## src/rtl/mram_readout_sequencer_pkg.sv

```systemverilog
// Shared definitions for the MRAM readout sequencer: FSM state encoding and
// default geometry/timeout constants used by the sequencer and its wrapper.
package mram_readout_sequencer_pkg;

  localparam int unsigned DEFAULT_ADDR_W  = 10;
  localparam int unsigned DEFAULT_WORD_W  = 16;
  localparam int unsigned DEFAULT_TIMEOUT = 255;

  typedef enum logic [2:0] {
    ST_IDLE  = 3'd0,
    ST_REQ   = 3'd1,
    ST_WAIT  = 3'd2,
    ST_LOAD  = 3'd3,
    ST_SHIFT = 3'd4,
    ST_DONE  = 3'd5
  } state_t;

endpackage

```

## src/rtl/mram_readout_sequencer.sv

```systemverilog
// MRAM readout sequencer: reads word_count words starting at base_addr from
// the MRAM and steers the parallel-in/serial-out serializer so that each word
// leaves MSB first.
//
// Ports
//   clk, rst        clock, asynchronous active-high reset
//   start           one-cycle pulse, accepted only when idle (abort wins)
//   abort           level, returns to idle from any active state
//   base_addr       first word address, sampled on accepted start
//   word_count      number of words, sampled on accepted start
//   mram_rd_req     one-cycle read strobe, mram_addr valid alongside
//   mram_rd_valid   read data present on the serializer input
//   ser_en          serializer enable (any non-idle state)
//   ser_load        serializer parallel load
//   ser_send        serializer shift strobe
//   tx_valid        serializer data_out carries a valid bit this cycle
//   busy            readout in progress
//   done            one-cycle pulse on normal completion
//   err             sticky read timeout, cleared by the next accepted start
module mram_readout_sequencer
  import mram_readout_sequencer_pkg::*;
#(
  parameter int unsigned ADDR_W  = DEFAULT_ADDR_W,
  parameter int unsigned WORD_W  = DEFAULT_WORD_W,
  parameter int unsigned TIMEOUT = DEFAULT_TIMEOUT
) (
  input  logic              clk,
  input  logic              rst,
  input  logic              start,
  input  logic              abort,
  input  logic [ADDR_W-1:0] base_addr,
  input  logic [ADDR_W-1:0] word_count,
  output logic              mram_rd_req,
  output logic [ADDR_W-1:0] mram_addr,
  input  logic              mram_rd_valid,
  output logic              ser_en,
  output logic              ser_load,
  output logic              ser_send,
  output logic              tx_valid,
  output logic              busy,
  output logic              done,
  output logic              err
);

  localparam int unsigned BIT_W  = (WORD_W > 1) ? $clog2(WORD_W) : 1;
  localparam int unsigned WAIT_W = (TIMEOUT > 1) ? $clog2(TIMEOUT + 1) : 1;

  localparam logic [BIT_W-1:0]  BIT_LAST  = BIT_W'(WORD_W - 1);
  // WAIT is left after TIMEOUT cycles, i.e. on the cycle the counter reads TIMEOUT-1
  localparam logic [WAIT_W-1:0] WAIT_LAST = WAIT_W'(TIMEOUT - 1);

  state_t              state;
  logic [ADDR_W-1:0]   addr_reg;
  logic [ADDR_W-1:0]   words_left;
  logic [BIT_W-1:0]    bit_cnt;
  logic [WAIT_W-1:0]   wait_cnt;

  // Address register is itself a flop; it only changes between words.
  assign mram_addr = addr_reg;

  // Sequencer FSM; every output is assigned for the state being entered so
  // it is high exactly while the FSM sits in the matching state.
  always_ff @(posedge clk or posedge rst) begin
    if (rst) begin
      state       <= ST_IDLE;
      addr_reg    <= '0;
      words_left  <= '0;
      bit_cnt     <= '0;
      wait_cnt    <= '0;
      mram_rd_req <= 1'b0;
      ser_en      <= 1'b0;
      ser_load    <= 1'b0;
      ser_send    <= 1'b0;
      tx_valid    <= 1'b0;
      busy        <= 1'b0;
      done        <= 1'b0;
      err         <= 1'b0;
    end else begin
      mram_rd_req <= 1'b0;
      ser_load    <= 1'b0;
      ser_send    <= 1'b0;
      done        <= 1'b0;
      // Serializer data_out is registered, so its valid flag trails ser_send;
      // an abort drops the bit still in flight.
      tx_valid    <= ser_send && !abort;

      if (abort && (state != ST_IDLE)) begin
        state  <= ST_IDLE;
        busy   <= 1'b0;
        ser_en <= 1'b0;
      end else begin
        case (state)
          ST_IDLE: begin
            if (start && !abort) begin
              err        <= 1'b0;
              addr_reg   <= base_addr;
              words_left <= word_count;
              busy       <= 1'b1;
              ser_en     <= 1'b1;
              if (word_count == '0) begin
                state <= ST_DONE;
                done  <= 1'b1;
              end else begin
                state       <= ST_REQ;
                mram_rd_req <= 1'b1;
              end
            end
          end

          ST_REQ: begin
            state    <= ST_WAIT;
            wait_cnt <= '0;
          end

          ST_WAIT: begin
            if (mram_rd_valid) begin
              state    <= ST_LOAD;
              ser_load <= 1'b1;
            end else if (wait_cnt == WAIT_LAST) begin
              state  <= ST_IDLE;
              err    <= 1'b1;
              busy   <= 1'b0;
              ser_en <= 1'b0;
            end else begin
              wait_cnt <= wait_cnt + WAIT_W'(1);
            end
          end

          ST_LOAD: begin
            state    <= ST_SHIFT;
            bit_cnt  <= '0;
            ser_send <= 1'b1;
          end

          ST_SHIFT: begin
            if (bit_cnt == BIT_LAST) begin
              words_left <= words_left - ADDR_W'(1);
              addr_reg   <= addr_reg + ADDR_W'(1);
              if (words_left > ADDR_W'(1)) begin
                state       <= ST_REQ;
                mram_rd_req <= 1'b1;
              end else begin
                state <= ST_DONE;
                done  <= 1'b1;
              end
            end else begin
              bit_cnt  <= bit_cnt + BIT_W'(1);
              ser_send <= 1'b1;
            end
          end

          ST_DONE: begin
            state  <= ST_IDLE;
            busy   <= 1'b0;
            ser_en <= 1'b0;
          end

          default: begin
            state  <= ST_IDLE;
            busy   <= 1'b0;
            ser_en <= 1'b0;
          end
        endcase
      end
    end
  end

endmodule
```

## config.mk

```make
export PLATFORM = sky130hd
export DESIGN_NAME = mram_readout_sequencer
export DESIGN_NICKNAME = d
export VERILOG_FILES = /design/src/rtl/mram_readout_sequencer_pkg.sv /design/src/rtl/mram_readout_sequencer.sv
export SDC_FILE = /design/constraint.sdc
export NUM_CORES = 1
export LEC_CHECK = 0
export BUFFER_PORTS_ARGS = -buffer_cell sky130_fd_sc_hd__buf_2
export CORE_MARGIN = 2
export CORE_UTILIZATION = 40
export DETAILED_ROUTE_END_ITERATION = 10
export SLEW_MARGIN = 20
export SYNTH_ARGS = -nofsm -noshare
export SYNTH_HDL_FRONTEND = slang
export SYNTH_SLANG_ARGS = --single-unit
```

## constraint.sdc

```tcl
create_clock -name clk -period 5.48 [get_ports clk]
set_input_delay 0.822 -clock clk [delete_from_list [all_inputs] [get_ports clk]]
set_output_delay 0.822 -clock clk [all_outputs]
set_load 0.02 [all_outputs]
```

Word level (Yosys, flattened, before mapping)
Cells that the tools add are included.
W data, S select, Z words.
{"block": "op_classes", "add_sub_neg": 4, "n_lt_le_gt_ge": 1, "eq_ne": 18, "n_mux": 46, "n_bitwise": 1, "reduce_logical": 18}
{"operator": "$mux W10", "n": 4}
{"operator": "$pmux W10 S2", "n": 2}
{"operator": "$mux W1", "n": 22}
{"operator": "$mux W3", "n": 7}
{"operator": "$mux W8", "n": 2}
{"operator": "$pmux W8 S2", "n": 1}
{"operator": "$pmux W3 S5", "n": 1}
{"operator": "$ne A2 B2 Y1 const B", "n": 6}
{"operator": "$ne A3 B3 Y1 const B", "n": 4}
{"operator": "$reduce_and A4 Y1", "n": 3}
{"operator": "$add A10 B1 Y10 const B", "n": 1}
{"operator": "$gt A10 B1 Y1 const B", "n": 1}
{"operator": "$logic_not A10 Y1", "n": 1}
{"operator": "$sub A10 B1 Y10 const B", "n": 1}
{"operator": "$add A8 B1 Y8 const B", "n": 1}
{"operator": "$eq A8 B8 Y1 const B", "n": 1}
{"operator": "$pmux W1 S2", "n": 4}
{"operator": "$pmux W4 S2", "n": 1}
{"operator": "$reduce_bool A2 Y1", "n": 4}
{"operator": "$eq A3 B2 Y1 const B", "n": 2}
{"operator": "$reduce_and A3 Y1", "n": 2}
{"operator": "$reduce_and A5 Y1", "n": 1}
{"operator": "$add A4 B1 Y4 const B", "n": 1}
{"operator": "$eq A4 B4 Y1 const B", "n": 1}
{"operator": "other kinds (12)", "n": 14}
{"block": "word_totals", "ff_bits": 42, "input_bits": 25, "elab_cells": 100}

Depth between registers and ports, before layout
{"block": "logic_depth", "ltp_word": 5, "mapped_depth": 7, "ltp_nobuf": 7}

Least setup slack after synthesis
OpenSTA, ideal clock, no wires.
{"block": "synth_timing", "path_kind": "input to register", "start": "input port abort", "end": "register wait_cnt[3]", "setup_ns": 0.077, "arrival_time_ns": 1.917, "required_ns": 5.403, "setup_slack_ns": 3.485, "path_stages": 5, "path_buffers": 1, "path_cell_list": "nor4_2 -> a21oi_1 -> buf_6 -> or3_1 -> a21oi_1"}
{"block": "synth_via", "elab_chain_cells": 3}
{"element": "start, declared", "line_no": "mram_readout_sequencer.sv:30", "text": "input logic abort,"}
{"element": "$logic_and A1 B1 Y1", "line_no": "mram_readout_sequencer.sv:87", "text": "if (abort && (state != ST_IDLE)) begin"}
{"element": "$not A1 Y1 (no line)"}
{"element": "$reduce_and A4 Y1 (no line)"}
{"element": "end signal, assigned", "line_no": "mram_readout_sequencer.sv:125", "text": "wait_cnt <= wait_cnt + WAIT_W'(1);"}
{"element": "end, declared", "line_no": "mram_readout_sequencer.sv:56", "text": "logic [WAIT_W-1:0] wait_cnt;"}
No other way between the ends.
A chain may end at the register's enable or synchronous reset.

Worst setup path after layout
{"block": "layout_timing", "start": "register state[2]", "end": "register words_left[9]"}
{"block": "layout_via", "elab_chain_cells": 4, "elab_cells_between_ends": 10, "classes_between": "3 x eq/ne; 1 x mux; 1 x bitwise; 5 x reduce/logical"}
{"element": "start, declared", "line_no": "mram_readout_sequencer.sv:52", "text": "state_t state;"}
{"element": "start signal, assigned", "line_no": "mram_readout_sequencer.sv:65", "text": "state <= ST_IDLE;"}
{"element": "start signal, assigned", "line_no": "mram_readout_sequencer.sv:88", "text": "state <= ST_IDLE;"}
{"element": "start signal, assigned", "line_no": "mram_readout_sequencer.sv:101", "text": "state <= ST_DONE;"}
{"element": "parallel branches: the longest is 4 deep, another holds $reduce_and A4 Y1"}
{"element": "end signal, assigned", "line_no": "mram_readout_sequencer.sv:97", "text": "words_left <= word_count;"}
{"element": "end signal, assigned", "line_no": "mram_readout_sequencer.sv:137", "text": "words_left <= words_left - ADDR_W'(1);"}
{"element": "end, declared", "line_no": "mram_readout_sequencer.sv:54", "text": "logic [ADDR_W-1:0] words_left;"}
Parallel ways; which one is timed is not known.

==> impl.org <==
** Run status
- Result of the run :: finished clean

** Power
- Leakage power summed over all cells :: 1.25 nW
- IR drop worst, VDD :: 0.221 mV
- Power per cell area :: 440 mW/mm2

** Timing
- Between clock sinks in the finished design, the worst skew comes to 8.12 ps.
- Period utilization :: 0.441
- Hold Violations, Final :: 0
- Final count of negative-setup-slack endpoints :: 0
- Static timing analysis puts the maximum clock frequency at 0.414 GHz.
- Rel. slew slack :: 0.312
- Final critical-path required period :: 2420 ps
- Setup repair after global routing left no endpoint under its margin.
- Summed over all failing endpoints, the final setup total negative slack is 0 ps.
- The number of pins exceeding their max-slew limit in the final report is 0.
- For the pin with the worst max-slew slack, the measured transition is 1030 ps.

** Synthesis
- Dominant register cell in the synthesized netlist :: sky130_fd_sc_hd__dfrtp_1
- Flip-flop and latch count after synthesis :: 42
- Cells after synthesis :: 289
- A synthesized cell averages 8.59 um2.
- Warnings from Yosys :: 0
- The number of nets in the synthesized netlist is 320.
- In this run the cell area of the synthesized design comes to 0.00248 mm2.
- In the synthesized netlist the async set-or-reset flop fraction comes to 1.00.
- The synthesized netlist contains 55 unique library cells.
- For this run, the register share of the synthesized area comes to 0.423.
- Number of enable flip-flop cells after synthesis :: 0

** CTS
- Total number of H-tree levels :: 2
- CTS Sinks :: 42
- Cell at the root of the clock tree :: sky130_fd_sc_hd__clkbuf_8
- Resize count post-CTS :: 0
- Hold repair after CTS inserted 0 buffers.
- In this run, CTS created clock tree buffers numbering 5.
- Maximum clock insertion buffer count :: 2
- Clock Pin Slew Worst Setup and Hold Paths :: 90 ps
- Clk_lat worst skew :: 300 ps
- TritonCTS built the clock tree.
- Setup repair bufs after CTS :: 0

** Worst setup path
- The worst setup path is of the flip-flop to flip-flop kind.
- Critical Path AT :: 2570 ps
- Highest net fanout along the worst path :: 20
- Setup crit start kind :: flip-flop
- Data required time at the worst endpoint :: 5640 ps
- Kind of end point of the critical path :: flip-flop

** Placed design
- During placement, the flow inserted port buffers numbering 42.
- Placed wire-length estimate :: 4.01 mm
- Routability-driven placement finished with a final weighted congestion of 0.807.

** Flow run
- The tool flagged a number of max-cap violations equal to 0.

** Min path
- The min-delay analysis places its worst path in the category flip-flop to flip-flop.

** Die
- Die height :: 82.8 um
- The initialized floorplan defines 28 standard-cell rows.
- Top Ports :: 43
- The die covers 0.00686 mm2.
- For this configuration, the core starts out at a cell density of 0.417.
- Chip width :: 82.8 um
- The core region is 0.00596 mm2.

** Global route
- Entering global routing, the biggest net connects 43 pins.
- Via count of the first global-routing pass :: 2,163
- Summed over all layers, the global routing overflow is 0.
- All-layer global routing usage :: 0.185
- The first global-routing pass estimated 9.88 mm of wire.
- The number of antenna violations at the first check in global routing is 0.

** Finish
- The number of antenna diodes in the final layout is 0.
- The library cells used most frequently in the layout, excluding fill and tap cells, are sky130_fd_sc_hd__dfrtp_1, sky130_fd_sc_hd__buf_2, sky130_fd_sc_hd__o21ai_0.
- Summing all flip-flop and latch instances after layout gives 0.00105 mm2.
- The layout has 575 filler cells.
- Area used by multi-input combinational logic :: 0.00132 mm2
- Share of final-layout standard cells stronger than drive strength 1 :: 0.201
- Area grow syn2layout :: 14.1%
- Final Net Count :: 354
- For this run, the share of the core covered by cells in the final layout is 0.476.

** Routing
- DR vias :: 2,289
- The first routing iteration left 95 violations.
- Drt first pass iters :: 4
- Antenna-violating nets left :: 0
- Wires add up to 5.79 mm.
- Dividing the detail-routed via count by the number of cells gives 5.74.
- For this run, design rule violations remaining after detail routing come to 0.
- Dividing the detail-routed wire length by the instance count gives 14.5 um.
-- routing by layer --
layer	wire length (um)	vias up	part of all wire	global-route usage
met3	276	5	0.048	0.0368
li1	-	1133	-	-
met5	0	-	0	0
met2	2580	55	0.45	0.302
met4	54	0	0.0093	0.0492
met1	2870	1096	0.50	0.250
-- final cells by class --
class,instances,share of cell area
clock buffer,6,0.0256
inverter,7,0.00927
timing repair buffer,45,0.0821
tap,75,0.0331
multi-input combinational,222,0.466
clock inverter,2,0.0132
sequential,42,0.371
-- worst max-delay path: stages, from the launching register on --
cell                      delay [ps]
sky130_fd_sc_hd__dfrtp_1         680
sky130_fd_sc_hd__nor3b_2         790
sky130_fd_sc_hd__buf_4           360
sky130_fd_sc_hd__nand3_1         100
sky130_fd_sc_hd__o32ai_1         240
sky130_fd_sc_hd__a21oi_1         100
-- sequential cells by signal, indices dropped and copies added, names as in the netlist --
| name | flops |
|---|---|
| err | 1 |
| ser_send | 1 |
| mram_addr | 10 |
| tx_valid | 1 |
| words_left | 10 |
| done | 1 |
| ser_load | 1 |
| bit_cnt | 4 |
| state | 3 |
| busy | 1 |
| wait_cnt | 8 |
| mram_rd_req | 1 |
-- stage by stage --
step	setup slack (ps)	hold WS (ps)	cell area, um2	power [W]	std cells
after floorplan	3490	462	2480	0.000878	289
after global placement	3010	491	2720	0.000999	391
after detailed placement	2960	486	2720	0.00100	391
after CTS	3060	510	2830	0.00126	399
after global routing	2760	519	2830	0.00135	399
final	3060	500	2830	0.00125	399
-- final timing paths --
kind | startpoint | slack [ps] | cells past startpoint | to
worst max register to register | state[2]$_DFFE_PP0P_ | 3060 | 5 | words_left[9]$_DFFE_PP0P_
min in group asynchronous | rst | 640 | 3 | words_left[1]$_DFFE_PP0P_
worst min-delay path | ser_send$_DFF_PP0_ | 500 | 1 | tx_valid$_DFF_PP0_
worst min register to register | ser_send$_DFF_PP0_ | 500 | 1 | tx_valid$_DFF_PP0_
max in group asynchronous | rst | 4480 | 3 | mram_addr[4]$_DFFE_PP0P_
worst max-delay path | state[2]$_DFFE_PP0P_ | 3060 | 5 | words_left[9]$_DFFE_PP0P_
-- logic make-up (layout without fill, tap and decap cells) --
logic type                 after synthesis  after routing  synth area share
adders and majority gates                6              6            0.0302
muxes                                    1              1           0.00453
buffers and inverters                   25             60            0.0474
DFF                                     42             42             0.423
AOI/OAI and AO/OA                      104            104             0.255
and+or+nand+nor                        111            111             0.239
-- synthesized netlist by cell type, types with 3 or more instances --
library cell	instances	area [um2]
sky130_fd_sc_hd__dfrtp_1	42	1050
sky130_fd_sc_hd__o21ai_0	42	210
sky130_fd_sc_hd__nand2_1	28	105
sky130_fd_sc_hd__a21oi_1	26	130
sky130_fd_sc_hd__nor2_1	24	90.1
sky130_fd_sc_hd__nand3_1	14	70.1
sky130_fd_sc_hd__clkbuf_1	11	41.3
sky130_fd_sc_hd__inv_1	7	26.3
sky130_fd_sc_hd__ha_1	6	75.1
sky130_fd_sc_hd__nor3_1	6	30.0
sky130_fd_sc_hd__a22oi_1	5	37.5
sky130_fd_sc_hd__nor2b_1	5	31.3
sky130_fd_sc_hd__a2bb2oi_1	4	35.0
sky130_fd_sc_hd__and3_1	4	25.0
sky130_fd_sc_hd__o31ai_1	4	30.0
sky130_fd_sc_hd__or2_2	4	25.0
sky130_fd_sc_hd__and4_1	3	26.3
sky130_fd_sc_hd__buf_2	3	15.0
sky130_fd_sc_hd__nand2b_1	3	18.8
sky130_fd_sc_hd__nor4_1	3	18.8
sky130_fd_sc_hd__o22ai_1	3	18.8
-- where the power goes --
group	internal, W	leakage [nW]	switching (W)	total, W
combinational	0.000180	0.662	0.000276	0.000457
clock	0.000136	0.0514	0.000112	0.000248
sequential	0.000412	0.535	0.000130	0.000542
No activity file was read; power rests on OpenSTA's default activity.
